## config.mk

```make
export PLATFORM = sky130hd
export DESIGN_NAME = pipeline_stall_ctrl
export DESIGN_NICKNAME = d
export VERILOG_FILES = /design/src/rtl/pipeline_ctrl_pkg.sv /design/src/rtl/sat_counter.sv /design/src/rtl/pipeline_stall_ctrl.sv
export SDC_FILE = /design/constraint.sdc
export NUM_CORES = 1
export LEC_CHECK = 0
export CAP_MARGIN = 20
export CELL_PAD_IN_SITES_DETAIL_PLACEMENT = 2
export CELL_PAD_IN_SITES_GLOBAL_PLACEMENT = 2
export CORE_MARGIN = 2
export CORE_UTILIZATION = 30
export DETAILED_ROUTE_END_ITERATION = 10
export PLACE_DENSITY = 0.81
export SYNTH_ARGS = -nofsm -noshare
export SYNTH_HDL_FRONTEND = slang
export SYNTH_SLANG_ARGS = --single-unit
```

## constraint.sdc

```tcl
create_clock -name clk_i -period 2.8 [get_ports clk_i]
set_clock_uncertainty 0.15 [all_clocks]
set_input_delay 0.42 -clock clk_i [delete_from_list [all_inputs] [get_ports clk_i]]
set_output_delay 0.42 -clock clk_i [all_outputs]
set_load 0.005 [all_outputs]
```

## src/rtl/pipeline_ctrl_pkg.sv

```systemverilog
// pipeline_ctrl_pkg: shared state encoding and default wait-timeout for the stall controller
package pipeline_ctrl_pkg;
  typedef enum logic {RUN, MEM_WAIT} state_t;
  localparam int TIMEOUT_DEF = 64;
endpackage

```

## src/rtl/sat_counter.sv

```systemverilog
// sat_counter: W-bit event counter that sticks at all-ones
// Ports: clk_i clock, rst_i sync active-high reset, inc_i count enable, cnt_o count value
module sat_counter #(
  parameter int W = 32
) (
  input  logic         clk_i,
  input  logic         rst_i,
  input  logic         inc_i,
  output logic [W-1:0] cnt_o
);
  always_ff @(posedge clk_i)
    if (rst_i) cnt_o <= '0;
    else if (inc_i && !(&cnt_o)) cnt_o <= cnt_o + 1'b1;
endmodule

```

## src/rtl/pipeline_stall_ctrl.sv

```systemverilog
// pipeline_stall_ctrl: merges load-use, taken-branch and data-memory wait into per-stage pipeline controls
// Ports: clk_i/rst_i clock and sync active-high reset; load_use_i, branch_taken_i hazard inputs from ID;
// mem_req_i/mem_ack_i MEM-stage access handshake; pc_write_o, ifid_write_o, ifid_flush_o, idex_bubble_o,
// stage_write_o, memwb_bubble_o pipeline register controls; mem_enable_o memory request;
// mem_err_o sticky timeout flag; stall_cnt_o/flush_cnt_o saturating performance counters.
module pipeline_stall_ctrl
  import pipeline_ctrl_pkg::*;
#(
  parameter int TIMEOUT = TIMEOUT_DEF,
  parameter int CNT_W   = 32
) (
  input  logic             clk_i,
  input  logic             rst_i,
  input  logic             load_use_i,
  input  logic             branch_taken_i,
  input  logic             mem_req_i,
  input  logic             mem_ack_i,
  output logic             pc_write_o,
  output logic             ifid_write_o,
  output logic             ifid_flush_o,
  output logic             idex_bubble_o,
  output logic             stage_write_o,
  output logic             memwb_bubble_o,
  output logic             mem_enable_o,
  output logic             mem_err_o,
  output logic [CNT_W-1:0] stall_cnt_o,
  output logic [CNT_W-1:0] flush_cnt_o
);
  localparam int WC_W = (TIMEOUT > 2) ? $clog2(TIMEOUT) : 1;
  localparam logic [WC_W-1:0] WC_MAX = WC_W'(TIMEOUT - 1);
  state_t state;
  logic [WC_W-1:0] wait_cnt;
  logic mem_on, freeze, run_ok;
  // freeze covers the miss cycle seen from RUN and every unacknowledged MEM_WAIT cycle;
  // hazard inputs are only honoured outside a freeze, so they land on the release cycle
  always_comb begin
    mem_on = !rst_i && (state == MEM_WAIT || mem_req_i);
    freeze = mem_on && !mem_ack_i;
    run_ok = !rst_i && !freeze;
    mem_enable_o = mem_on;
    pc_write_o = run_ok && (branch_taken_i || !load_use_i);
    ifid_write_o = run_ok && (branch_taken_i || !load_use_i);
    ifid_flush_o = run_ok && branch_taken_i;
    idex_bubble_o = run_ok && (branch_taken_i || load_use_i);
    stage_write_o = run_ok;
    memwb_bubble_o = freeze;
  end
  // wait_cnt holds at TIMEOUT-1 so it never wraps; the error flag is sticky anyway
  always_ff @(posedge clk_i)
    if (rst_i) begin
      state <= RUN;
      wait_cnt <= '0;
      mem_err_o <= 1'b0;
    end else begin
      state <= freeze ? MEM_WAIT : RUN;
      wait_cnt <= (state == RUN) ? '0 : (wait_cnt == WC_MAX) ? wait_cnt : wait_cnt + 1'b1;
      if (state == MEM_WAIT && wait_cnt == WC_MAX && !mem_ack_i) mem_err_o <= 1'b1;
    end
  sat_counter #(.W(CNT_W)) u_stall_cnt (
    .clk_i(clk_i),
    .rst_i(rst_i),
    .inc_i(!pc_write_o),
    .cnt_o(stall_cnt_o)
  );
  sat_counter #(.W(CNT_W)) u_flush_cnt (
    .clk_i(clk_i),
    .rst_i(rst_i),
    .inc_i(ifid_flush_o),
    .cnt_o(flush_cnt_o)
  );
endmodule

```

==> summary.txt, run 1 <==
Die
  • IO Pins: 78
  • Die area: 0.0132 sq mm
  • CORE AREA: 0.0120 sq mm
  • DIE HEIGHT: 115 microns
  • Die width: 115 microns
  • Initial Util: 30.6%
  • Core Rows: 40

Power and ir drop
  • PwrDens: 444 mW/mm^2
  • Switch share: 22.9%
  • Worst vdd ir: 193 uV
  • Leak: 1.59 nW
  • Logic pwr share: 5.6%
  • Clock power frac: 47.8%
  • Flop pwr share: 46.6%
  • Sw power: 0.510 mW
  • P_int: 1.72 mW

Logic synthesis
  • Post-synth EDFFs: 0
  • Ys async rst share: 0%
  • Synth Net Count: 452
  • Compound-Gate Fraction of Synth Area: 17.3%
  • Yosys top cell area share: 39.2%
  • Main flop type after synthesis: dfxtp_1
  • Largest family of logic cells by synthesized area: simple AND/OR/NAND/NOR gates
  • Post-Syn Area: 0.00368 sq mm
  • Synth Register Bits: 72
  • Distinct cells, synth: 49
  • Seq/Total Area, Yosys: 39.2%
  • Most frequent cell after synthesis: dfxtp_1
  • Adder-cell share of the synthesized area: 1.02%
  • Post-synth top cells: dfxtp_1 (72), a21oi_1 (43), nor2_1 (38), nand2_1 (27), or3_1 (25)
  • Avg Cell Area, Syn: 8.30 sq um
  • Synth area leader: dfxtp_1
  • Simple-Gate Fraction of Synth Area: 31.4%
  • Cells after Synth: 443
  • Xor/xnor share of the synthesized area: 3.33%
  • Yosys warns: 0
  • Synth area leaders: dfxtp_1 (39%), a21oi_1 (5.9%), or3_1 (4.3%)
  • Post-synthesis mux area share: 3.88%

Critical path
  • Cell depth of the worst flop-to-flop path: 5
  • CP Launch Type: input pin
  • R2R Setup Slk: 0.23 ns
  • CP Max Fanout: 4
  • WP data required: 2.23 ns
  • Critical path endpoint category: primary output
  • Crit path DAT: 2.12 ns
  • WS Path Type: input pin to primary output

Placed design
  • Placed cell count: 672
  • Hpwl dp: 9.10 mm
  • Port bufs: 77
  • Placer Congestion: 0.761
  • Pre-CTS WS: -0.148 ns

Drt
  • Via count: 3830
  • Avg WL per Cell: 18.6 microns
  • DRC viols: 0
  • Pre-Repair DR Iteration Count: 4
  • Iter 0 DRT Violations: 109
  • Routed Antenna Nets: 0
  • Wire length after detailed routing: 12.8 mm
  • Mean number of vias per cell: 5.59

STA
  • Final WS setup: 0.106 ns
  • Fmax: 0.371 GHz
  • Setup TNS: 0 ns
  • Fin. Hold Viols: 0
  • Tmin final: 2.69 ns
  • RSZ-0062 raised after global routing: no
  • Hold_ws: 0.324 ns
  • Max Transition Viols Final: 0
  • Worst-Margin Slew: 0.722 ns
  • Final setup fails: 0
  • Rel. slew slack: 51.9%
  • Tcrit/Tclk final: 96.2%

Flow run
  • Max-Cap Viols: 0

Worst hold path
  • Worst hold path type: flop to flop
  • Worst hold path cell count: 2

Finish
  • Layout filler cell count: 1356
  • Share of cells above drive strength 1: 11.3%
  • Fin cells: 685
  • # diodes: 0
  • Final core utilization: 41.8%
  • Area growth syn-to-layout: 36.4%
  • Nets: 545

Global routing
  • Vias in the first global route: 4070
  • Grt ovf: 0
  • Largest net degree at the start of global routing: 65
  • Initial antenna violation count: 0
  • GRT Overall Usage: 20.2%
  • First-pass GRT wire length: 21.2 mm

Clock tree
  • Clock root buffer: clkbuf_16
  • CTS tree: built
  • TritonCTS buffer count: 9
  • Maximum clock path buffer count: 2
  • Reg clk slew, reported paths: 0.05 ns
  • H-tree levels: 3
  • Clk sinks: 72
  • Clk Latency, worst-skew pair: 0.34 ns

Outcome
  • Status: completed
==> routing by layer <==
layer / track usage, % / share of wire [%] / wire [microns] / up-vias
met2: 34.6 / 49 / 6280 / 79
met5: 0 / 0 / 0 / -
met4: 7.79 / 1.9 / 248 / 0
li1: - / - / - / 1849
met1: 25.2 / 45 / 5780 / 1881
met3: 3.97 / 3.6 / 465 / 21
==> cell usage in the layout, fill, tap and decap left out, types with 2 or more instances in the layout <==
| master | netlist | final |
|---|---|---|
| a2111oi_0 | 4 | 4 |
| a211oi_1 | 5 | 5 |
| a21oi_1 | 43 | 43 |
| a311oi_1 | 2 | 2 |
| a31oi_1 | 2 | 2 |
| and2_1 | 2 | 2 |
| and3_1 | 4 | 4 |
| and4_1 | 3 | 3 |
| and4_4 | 2 | 2 |
| buf_4 | 2 | 24 |
| clkbuf_16 | 0 | 9 |
| clkbuf_8 | 0 | 2 |
| clkdlybuf4s50_1 | 0 | 76 |
| dfxtp_1 | 72 | 72 |
| ha_1 | 3 | 3 |
| inv_1 | 13 | 13 |
| mux2_2 | 9 | 9 |
| mux2i_1 | 3 | 3 |
| nand2_1 | 27 | 27 |
| nand3_1 | 22 | 22 |
| nand4_1 | 18 | 18 |
| nor2_1 | 38 | 38 |
| nor2b_1 | 11 | 11 |
| nor3_1 | 12 | 12 |
| nor4_1 | 10 | 10 |
| o21ai_0 | 23 | 23 |
| o31ai_1 | 16 | 15 |
| or2_2 | 3 | 3 |
| or3_1 | 25 | 25 |
| or4_1 | 18 | 18 |
| xnor2_1 | 11 | 11 |
| xor2_1 | 3 | 3 |
==> critical path, cell delays in order <==
cell and delay (ns):
clkdlybuf4s50_1 0.44, o21bai_2 0.27, buf_4 0.16, and2_1 0.14
o21a_1 0.17, clkdlybuf4s50_1 0.51
==> sequential cells by signal, summed over array words and instances (netlist names) <==
signal / cells
state: 1
mem_err_o: 1
u_stall_cnt.cnt_o: 32
wait_cnt: 6
u_flush_cnt.cnt_o: 32
==> path summary, 6_finish.rpt <==
check	to	startpoint
setup / recovery	idex_bubble_o	mem_req_i
hold reg to reg	mem_err_o	mem_err_o
setup reg to reg	u_flush_cnt.cnt_o[31]	u_flush_cnt.cnt_o[4]
hold / removal	mem_err_o	mem_err_o
==> final cells by class <==
cell class,instances,area (sq um),share of cell area [%]
clock buffer,12,256,5.11
multi-input combinational,337,2110,42.1
sequential,72,1440,28.7
tap,147,184,3.67
inverter,14,52.6,1.05
timing repair buffer,102,966,19.3
clock inverter,1,5.00,0.0998
==> through the flow <==
step                      total power [mW]  instance area [sq um]
after detailed placement              1.19                   4750
after floorplan                       1.12                   3680
after CTS                             2.26                   5020
after global placement                1.18                   4750
after global routing                  2.32                   5020
final                                 2.23                   5020
==> power groups by stage <==
| stage | clock, mW | sequential, mW | combinational [mW] |
|---|---|---|---|
| 2_1_floorplan | 0 | 1.06 | 0.0533 |
| 3_3_place_gp | 0 | 1.06 | 0.121 |
| 3_5_place_dp | 0 | 1.06 | 0.126 |
| 4_1_cts | 1.09 | 1.04 | 0.127 |
| 5_1_grt | 1.14 | 1.04 | 0.137 |
| 6_report | 1.07 | 1.04 | 0.124 |
==> cell families (layout without fill, tap and decap cells) <==
logic type,count (synthesis),after routing
compound gates,104,104
xor+xnor,14,14
fa+ha+maj,3,3
buf+inv,34,129
flops,72,72
mux,13,13
simple gates,203,203
==> repair_timing <==
item                       CTS  global route
setup endpoints to repair    1             0
setup buffers                0             0
hold buffers                 0             0
resized for setup            1             0
Note: power is estimated with default switching activity, not from simulation.
==> run 2, diff against run 1 <==
--- a/config.mk
+++ b/config.mk
@@ -9,9 +9,10 @@
 export CELL_PAD_IN_SITES_DETAIL_PLACEMENT = 2
 export CELL_PAD_IN_SITES_GLOBAL_PLACEMENT = 2
 export CORE_MARGIN = 2
-export CORE_UTILIZATION = 30
+export CORE_UTILIZATION = 37
 export DETAILED_ROUTE_END_ITERATION = 10
-export PLACE_DENSITY = 0.81
+export DONT_BUFFER_PORTS = 1
+export PLACE_DENSITY = 0.8
 export SYNTH_ARGS = -nofsm -noshare
 export SYNTH_HDL_FRONTEND = slang
 export SYNTH_SLANG_ARGS = --single-unit
==> run 2 against run 1 <==
Net effect:
- count of clock-buffer cells in the layout increased by 1
- critical path depth rose by 3
- total power shrank 16%
- maximum frequency up 3.5%
- sequential power about the same
- cell count shrank 12%
- worst hold slack worse by 0.19 ns
- first-iteration DRC count fell by 14%
- utilization is 1.2 points higher
- critical endpoint is now u_flush_cnt.cnt_o[23]
- largest cell class unchanged
==> summary.txt, run 2 (synthesized netlist as in run 1, its figures left out) <==
Die
  • CORE AREA: 0.00973 sq mm
  • IO Pins: 78
  • Die area: 0.0108 sq mm
  • Core Rows: 36
  • Die width: 104 microns
  • DIE HEIGHT: 104 microns
  • Initial Util: 37.8%

Global routing
  • Vias in the first global route: 3925
  • First-pass GRT wire length: 20.1 mm
  • Grt peak-use layer: met2
  • GR Util met2: 42.2%
  • GRT Overall Usage: 23.0%
  • Grt ovf: 0
  • Met3 usage: 6.99%
  • GR Util met1: 25.7%
  • Initial antenna violation count: 0
  • Largest net degree at the start of global routing: 54

Clock tree
  • H-tree levels: 3
  • Clk Latency, worst-skew pair: 0.35 ns
  • CTS tree: built
  • Clock root buffer: clkbuf_8
  • Reg clk slew, reported paths: 0.08 ns
  • Post-CTS resize count: 0
  • Clk sinks: 72
  • TritonCTS buffer count: 9
  • Maximum clock path buffer count: 2

STA
  • Fmax: 0.384 GHz
  • Final WS setup: 0.198 ns
  • Setup TNS: 0 ns
  • RSZ-0062 raised after global routing: no
  • Max Transition Viols Final: 0
  • Rel. slew slack: 56.4%
  • Final setup fails: 0
  • Worst-Margin Slew: 0.638 ns
  • Tcrit/Tclk final: 92.9%
  • Tmin final: 2.60 ns
  • Fin. Hold Viols: 0

Finish
  • Layout filler cell count: 1142
  • Final core utilization: 43.0%
  • Regs by FF count: u_flush_cnt.cnt_o (32), u_stall_cnt.cnt_o (32), wait_cnt (6)
  • Fin cells: 602
  • Share of cells above drive strength 1: 13.6%
  • Most frequent cells in the layout: dfxtp_1 (72), a21oi_1 (43), nor2_1 (38), buf_4 (28), nand2_1 (27)
  • Most common cell after layout, fill and taps aside: dfxtp_1
  • Area growth syn-to-layout: 13.7%
  • # diodes: 0
  • Nets: 473

Worst hold path
  • Worst hold path type: input pin to flop

Drt
  • Routed Antenna Nets: 0
  • Pre-Repair DR Iteration Count: 4
  • Mean number of vias per cell: 5.95
  • Iter 0 DRT Violations: 94
  • Avg WL per Cell: 19.9 microns
  • Via count: 3584
  • Wire length after detailed routing: 12.0 mm
  • DRC viols: 0

Critical path
  • Reg-to-reg startpoint: state
  • Reg2reg end: u_flush_cnt.cnt_o[23]
  • WS Path Type: flop to flop
  • Cell depth of the worst flop-to-flop path: 9
  • WP data required: 2.93 ns
  • Setup crit end: u_flush_cnt.cnt_o[23]
  • CP Max Fanout: 9
  • R2R Setup Slk: 0.20 ns
  • CP Launch Type: flop
  • Crit path from: state
  • Crit path DAT: 2.74 ns
  • Critical path endpoint category: flop

Power and ir drop
  • PwrDens: 450 mW/mm^2
  • P_int: 1.41 mW
  • Tot Pwr: 1.88 mW
  • Switch share: 25.2%
  • Logic pwr share: 4.8%
  • Sw power: 0.475 mW
  • Worst vdd ir: 231 uV
  • Flop pwr share: 55.0%
  • Leak: 1.31 nW
  • Clock power frac: 40.2%

Outcome
  • Status: completed

Placed design
  • Pre-CTS WS: 0.151 ns
  • Hpwl dp: 8.44 mm
  • Port bufs: 0
  • Placer Congestion: 0.796
  • Placed cell count: 580

Flow run
  • Max-Cap Viols: 0
[run 2: changes by cell type in the layout (fill, tap and decap cells not counted), moves of 2 or more]
cell             change
buf_4                +4
clkbuf_1             +2
clkbuf_16            -9
clkbuf_8             +8
clkdlybuf4s50_1     -76
[run 2: timing repair]
item,CTS,global route
setup endpoints to repair,0,9
hold buffers,2,0
hold endpoints to repair,53,0
buffers inserted,0,4
[run 2: worst min-delay path by stage]
| stage | start | end | slack [ns] | cells past startpoint |
|---|---|---|---|---|
| 6_report | rst_i | u_stall_cnt.cnt_o[4] | 0.14 | 2 |
| 3_5_place_dp | rst_i | u_flush_cnt.cnt_o[5] | 0.35 | 1 |
| 4_1_cts | rst_i | u_stall_cnt.cnt_o[4] | 0.12 | 2 |
| 3_3_place_gp | mem_err_o | mem_err_o | 0.34 | 2 |
| 5_1_grt | rst_i | u_stall_cnt.cnt_o[0] | 0.12 | 2 |
| 2_1_floorplan | mem_err_o | mem_err_o | 0.32 | 2 |
[run 2: per-stage QoR]
step | area, sq um | hold slack (ns)
2_1_floorplan | 3680 | 0.315
3_3_place_gp | 3950 | 0.335
3_5_place_dp | 3950 | 0.348
4_1_cts | 4150 | 0.117
5_1_grt | 4180 | 0.124
6_report | 4180 | 0.137
[run 2: routing by layer]
metal / share of wire [%] / routed length (microns) / up-vias
met2: 51 / 6150 / 70
met5: 0 / 0 / -
met1: 42 / 5090 / 1793
li1: - / - / 1706
met3: 5.0 / 599 / 15
met4: 1.2 / 143 / 0
[run 2: layout make-up]
type                       count  area, sq um  share of cell area [%]
tap                          133          166                    3.98
clock buffer                  13          149                    3.56
timing repair buffer          30          248                    5.92
inverter                      14         52.6                    1.26
multi-input combinational    337         2110                    50.4
sequential                    72         1440                    34.5
clock inverter                 3         17.5                   0.419
[run 2: worst max-delay path, cell delays in order, from the launching register on]
cell      delay (ns)
dfxtp_1         0.34
o21bai_1        0.46
nand3_1         0.21
inv_1           0.19
o31ai_4         0.09
buf_4           0.17
buf_4           0.15
buf_4           0.14
or4_1           0.46
a21oi_1         0.17
[run 2: power groups by stage]
stage,registers [mW],logic [mW],clock network [mW]
2_1_floorplan,1.06,0.0533,0
3_3_place_gp,1.06,0.0641,0
3_5_place_dp,1.06,0.0672,0
4_1_cts,1.04,0.0863,0.783
5_1_grt,1.04,0.0995,0.832
6_report,1.04,0.0903,0.757
==> run 3, diff against run 2 <==
--- a/config.mk
+++ b/config.mk
@@ -10,6 +10,7 @@
 export CELL_PAD_IN_SITES_GLOBAL_PLACEMENT = 2
 export CORE_MARGIN = 2
 export CORE_UTILIZATION = 37
+export CTS_CLUSTER_SIZE = 25
 export DETAILED_ROUTE_END_ITERATION = 10
 export DONT_BUFFER_PORTS = 1
 export PLACE_DENSITY = 0.8
==> results of run 3 <==
No change in the layout: final DEF, timing and power equal those of run 2.
